### src/rtl/run_monitor.sv
// run_monitor: counts cycles, retired instructions and load-use stalls for one program run, detects halt,
// drains, then dumps a data-memory window over req/ack into a valid/ready stream (RUN_MONITOR_DUMP_EN).
module run_monitor #(
    parameter int                DATA_W       = 32,
    parameter int                ADDR_W       = 32,
    parameter int                CNT_W        = 32,
    parameter logic [ADDR_W-1:0] DUMP_BASE    = ADDR_W'(8192),
    parameter int                DUMP_WORDS   = 11,
    parameter int                DRAIN_CYCLES = 4,
    parameter logic [DATA_W-1:0] HALT_INSTR   = '1
) (
    input  logic              clock,
    input  logic              reset,
    input  logic              start,
    input  logic [DATA_W-1:0] instr,
    input  logic              instr_valid,
    input  logic              ld_stall,
    output logic              dump_req,
    output logic [ADDR_W-1:0] dump_addr,
    input  logic              dump_ack,
    input  logic [DATA_W-1:0] dump_data,
    output logic              out_valid,
    input  logic              out_ready,
    output logic [DATA_W-1:0] out_data,
    output logic [15:0]       out_index,
    output logic [CNT_W-1:0]  cycle_count,
    output logic [CNT_W-1:0]  instr_count,
    output logic [CNT_W-1:0]  stall_count,
    output logic              busy,
    output logic              done
);
    localparam int DRW = (DRAIN_CYCLES > 1) ? $clog2(DRAIN_CYCLES) : 1;
    typedef enum logic [2:0] {S_IDLE, S_RUN, S_DRAIN, S_REQ, S_OUT, S_DONE} state_t;
    state_t           r_state;
    logic [CNT_W-1:0] r_cyc, r_ins, r_stl;
    logic [DRW-1:0]   r_drain;
    logic             r_busy, r_done;
    logic             w_is_halt, w_halt;
    assign w_is_halt = instr == HALT_INSTR;
    assign w_halt    = !instr_valid || w_is_halt;
    function automatic logic [CNT_W-1:0] sat_inc(input logic [CNT_W-1:0] v);
        return (&v) ? v : v + CNT_W'(1);
    endfunction
`ifdef RUN_MONITOR_DUMP_EN
    localparam logic [15:0] LAST = (DUMP_WORDS > 0) ? 16'(DUMP_WORDS - 1) : 16'd0;
    logic              r_req, r_vld;
    logic [ADDR_W-1:0] r_addr;
    logic [DATA_W-1:0] r_dat;
    logic [15:0]       r_idx;
    logic [ADDR_W-1:0] w_next_addr;
    assign w_next_addr = DUMP_BASE + ADDR_W'(r_idx + 16'd1) * ADDR_W'(DATA_W / 8);
    assign dump_req  = r_req;
    assign dump_addr = r_addr;
    assign out_valid = r_vld;
    assign out_data  = r_dat;
    assign out_index = r_idx;
`else
    logic w_unused;
    assign w_unused  = &{1'b0, dump_ack, dump_data, out_ready, DUMP_BASE, DUMP_WORDS[0]};
    assign dump_req  = 1'b0;
    assign dump_addr = '0;
    assign out_valid = 1'b0;
    assign out_data  = '0;
    assign out_index = '0;
`endif
    always_ff @(posedge clock or posedge reset) begin
        if (reset) begin
            r_state <= S_IDLE;
            r_cyc   <= '0;
            r_ins   <= '0;
            r_stl   <= '0;
            r_drain <= '0;
            r_busy  <= 1'b0;
            r_done  <= 1'b0;
`ifdef RUN_MONITOR_DUMP_EN
            r_req   <= 1'b0;
            r_vld   <= 1'b0;
            r_addr  <= '0;
            r_dat   <= '0;
            r_idx   <= '0;
`endif
        end else begin
            case (r_state)
                S_IDLE, S_DONE: if (start) begin
                    r_state <= S_RUN;
                    r_cyc   <= '0;
                    r_ins   <= '0;
                    r_stl   <= '0;
                    r_drain <= '0;
                    r_busy  <= 1'b1;
                    r_done  <= 1'b0;
`ifdef RUN_MONITOR_DUMP_EN
                    r_idx   <= '0;
                    r_addr  <= '0;
`endif
                end
                S_RUN: begin
                    r_cyc <= sat_inc(r_cyc);
                    if (instr_valid && !ld_stall && !w_is_halt) r_ins <= sat_inc(r_ins);
                    if (ld_stall) r_stl <= sat_inc(r_stl);
                    if (w_halt) r_state <= S_DRAIN;
                end
                S_DRAIN: begin
                    r_drain <= r_drain + DRW'(1);
                    if (r_drain == DRW'(DRAIN_CYCLES - 1)) begin
`ifdef RUN_MONITOR_DUMP_EN
                        if (DUMP_WORDS == 0) begin
                            r_state <= S_DONE;
                            r_busy  <= 1'b0;
                            r_done  <= 1'b1;
                        end else begin
                            r_state <= S_REQ;
                            r_req   <= 1'b1;
                            r_addr  <= DUMP_BASE;
                        end
`else
                        r_state <= S_DONE;
                        r_busy  <= 1'b0;
                        r_done  <= 1'b1;
`endif
                    end
                end
`ifdef RUN_MONITOR_DUMP_EN
                S_REQ: if (dump_ack) begin
                    r_state <= S_OUT;
                    r_req   <= 1'b0;
                    r_vld   <= 1'b1;
                    r_dat   <= dump_data;
                end
                // Accept goes straight to the next request, giving one gap cycle per word.
                S_OUT: if (out_ready) begin
                    r_vld <= 1'b0;
                    if (r_idx == LAST) begin
                        r_state <= S_DONE;
                        r_busy  <= 1'b0;
                        r_done  <= 1'b1;
                    end else begin
                        r_state <= S_REQ;
                        r_req   <= 1'b1;
                        r_idx   <= r_idx + 16'd1;
                        r_addr  <= w_next_addr;
                    end
                end
`endif
                default: r_state <= S_IDLE;
            endcase
        end
    end
    assign cycle_count = r_cyc;
    assign instr_count = r_ins;
    assign stall_count = r_stl;
    assign busy        = r_busy;
    assign done        = r_done;
endmodule

### config.mk
export PLATFORM = sky130hd
export DESIGN_NAME = run_monitor
export DESIGN_NICKNAME = d
export VERILOG_FILES = /design/src/rtl/run_monitor.sv
export SDC_FILE = /design/constraint.sdc
export NUM_CORES = 1
export LEC_CHECK = 0
export ABC_AREA = 1
export ABC_CLOCK_PERIOD_IN_PS = 3900
export BUFFER_PORTS_ARGS = -buffer_cell sky130_fd_sc_hd__buf_4
export CAP_MARGIN = 10
export CORE_MARGIN = 4
export CORE_UTILIZATION = 35
export CTS_CLUSTER_DIAMETER = 150
export DETAILED_ROUTE_END_ITERATION = 7
export SYNTH_ARGS = -nofsm -noshare
export SYNTH_HDL_FRONTEND = slang
export SYNTH_SLANG_ARGS = --single-unit
### constraint.sdc
create_clock -name clock -period 3.9 [get_ports clock]
set_clock_uncertainty 0.2 [all_clocks]
set_input_delay 0.78 -clock clock [delete_from_list [all_inputs] [get_ports clock]]
set_output_delay 0.78 -clock clock [all_outputs]
set_load 0.005 [all_outputs]
==> flow_metrics.tcl <==
set metrics [dict create \
    status "finished clean" \
    cts_num_sinks 103 \
    cp.arrival_ns 2.61 \
    ir_drop_uv 262 \
    yosys_warnings 0 \
    wl_per_cell_um 13.5 \
    post_cts_resized 0 \
    grt_pass1_vias 6892 \
    cellPowerDensity_mw_per_mm2 330 \
    total_leakage_power_uw 0.00469 \
    setup_violations 0 \
    cts_made_buffers 9 \
    synth-edff-count 0 \
    post-route-util_pct 41.4 \
    post-route-drc-count 0 \
    layoutNonFillerInstCount 1627 \
    io-pin-count 251 \
    drtAntennaViolNets 0 \
    initial_core_util_pct 35.8 \
    cts_hold_buf 0 \
    syn_inst 1219 \
    num_antenna_cells 0 \
    ys_seq_area_share_pct 32.8 \
    wirelength_mm 21.9 \
    cts-root-buf "clkbuf_16" \
    synth_flop_cell "dfrtp_1" \
    synth_area_mm2 0.00787 \
    drv_slew 0 \
    rrSetupSlack_ns 1.34 \
    finish.instance_area_mm2 0.00909 \
    drive_gt1_share_pct 14.8 \
    area_delta_synth_final_pct 15.5 \
    pre_cts_slack_ns 1.35 \
    ys_ff_latch 103 \
    synth_top_area_cell "dfrtp_1" \
    slowest_delay_ns 0.44 \
    rsz0062_at_grt "false" \
    cts_buffer_depth 2 \
    antenna_found_initial 0 \
    path_cells "ha_1, nand2_2, nor2_8, nand2_4, nor2_8, nand3_2, nand3_2, buf_4, nand2_4, nand2_1, nand2_1" \
    crit_required_ns 3.95 \
    place_congestion 0.884 \
    drv_cap 0 \
    async_flop_share_pct 100 \
    die-area_mm2 0.0249 \
    fmax_mhz 391 \
    dr.pass1.iters 5 \
    die-height_um 158 \
    grt_pass1_wl_mm 35.8 \
    crit_type "register to register" \
    synth_area_leaders "dfrtp_1 33%, nand2_1 21%, nand3_1 9.7%" \
    max_slew_margin_pct 55.0 \
    placedCellCount 1611 \
    layout_min_cycle_time_ns 2.56 \
    cts_tree "done" \
    dpl.hpwl_mm 16.2 \
    endpoint_kind "register" \
    cp_max_fo 33 \
    fin_tns_setup_ns 0 \
    via_count 7590 \
    fin_nets 1417 \
    hold_viol 0 \
    crit_buf_inv 1 \
    layout_worst_path_cycle_share_pct 65.6 \
    worst_slew_pin_slew_ns 0.675 \
    clock_latency_ns 0.36 \
    cp_slowest_cell "dfrtp_1" \
    die_w_um 158 \
    port_buffers 134 \
    crit_family "simple AND/OR/NAND/NOR gates" \
    synth.distinct_cells 39 \
    placeableCoreArea_mm2 0.0220 \
    grt_max_degree 52 \
    rows 54 \
    drt-vias-per-instance 4.67 \
    initialDrtViolationCount 409 \
    clk_pin_slew_worst_paths_ns 0.07 \
    cts_max_level 3 \
    yosys.area.top_type_share_pct 32.8 \
    layout_setup_ws_ns 1.34 \
    crit_path_start_kind "register" \
    grt_usage_pct 17.5 \
    hold_path.class "register to register" \
    grt_overflow 0 \
    cts_setup_buffers 0 \
    synth.avg_cell_area_um2 6.46 \
    post_dp_cell_area_mm2 0.00880 \
]
==> state kept, by name, summed over array words and instances, names as in the netlist <==
register and count:
done 1, instr_count 32, cycle_count 32, stall_count 32, r_state 3, busy 1, r_drain 2
==> placed cells by master (no fill, tap or decap), types with 14 or more instances in the layout <==
cell     instances
nand2_1        439
dfrtp_1        103
nor2_1         168
inv_1           96
buf_4          144
nand4_1         24
a21oi_1         14
conb_1          82
nand3_1        153
==> logic make-up after synthesis <==
family | count (synthesis) | synth area share [%]
and+or+nand+nor | 843 | 46.6
buffers and inverters | 214 | 15.2
DFF | 103 | 32.8
AOI/OAI and AO/OA | 32 | 2.34
xor gates and xnor gates | 22 | 2.45
adders and majority gates | 4 | 0.636
other | 1 | 0.0476
==> power by group <==
group	internal, uW	total (uW)	switching (uW)
logic	229	871	641
registers	1130	1200	70.8
clock network	487	925	438
==> area by class of cell <==
| cell class | count | area [um^2] |
|---|---|---|
| sequential | 103 | 2580 |
| tap | 280 | 350 |
| timing repair buffer | 144 | 1080 |
| inverter | 101 | 382 |
| multi-input combinational | 983 | 4410 |
| fill | 2337 | 12900 |
| clock inverter | 4 | 28.8 |
| clock buffer | 12 | 267 |
==> worst paths after layout <==
kind | start | endpoint | cells after the start
max reg2reg | instr_count[0] | instr_count[30] | 11
max in group asynchronous | reset | instr_count[8] | 3
max | instr_count[0] | instr_count[30] | 11
min | busy | busy | 2
min in group asynchronous | reset | stall_count[1] | 2
min reg2reg | busy | busy | 2
==> worst min-delay path, stage by stage (launching register included) <==
cell,delay (ns)
dfrtp_1,0.35
nand2_1,0.05
nand2_1,0.04
==> Yosys cell counts (7+ instances only) <==
cell	instances
nand2_1	440
nor2_1	168
nand3_1	153
dfrtp_1	103
inv_1	97
buf_4	88
nand4_1	24
a21oi_1	14
clkbuf_1	14
nor3_1	12
xor2_1	12
xnor2_1	10
o21ai_0	9
or2_2	7
==> per-layer routing <==
layer,track usage (%),share of wire (%),routed length [um],up-vias
met5,0,0,0,-
met4,3.13,0.93,203,0
met3,4.02,5.2,1140,12
met2,29.1,47,10400,188
met1,23.7,46,10200,3469
li1,-,-,-,3921
==> metrics by stage <==
stage	hold slack, ns	power [uW]
6_report	0.279	3000
5_1_grt	0.295	3190
4_1_cts	0.283	3040
3_5_place_dp	0.263	2100
3_3_place_gp	0.264	2100
2_1_floorplan	0.250	1920
Power figures use the tool's default switching activity.
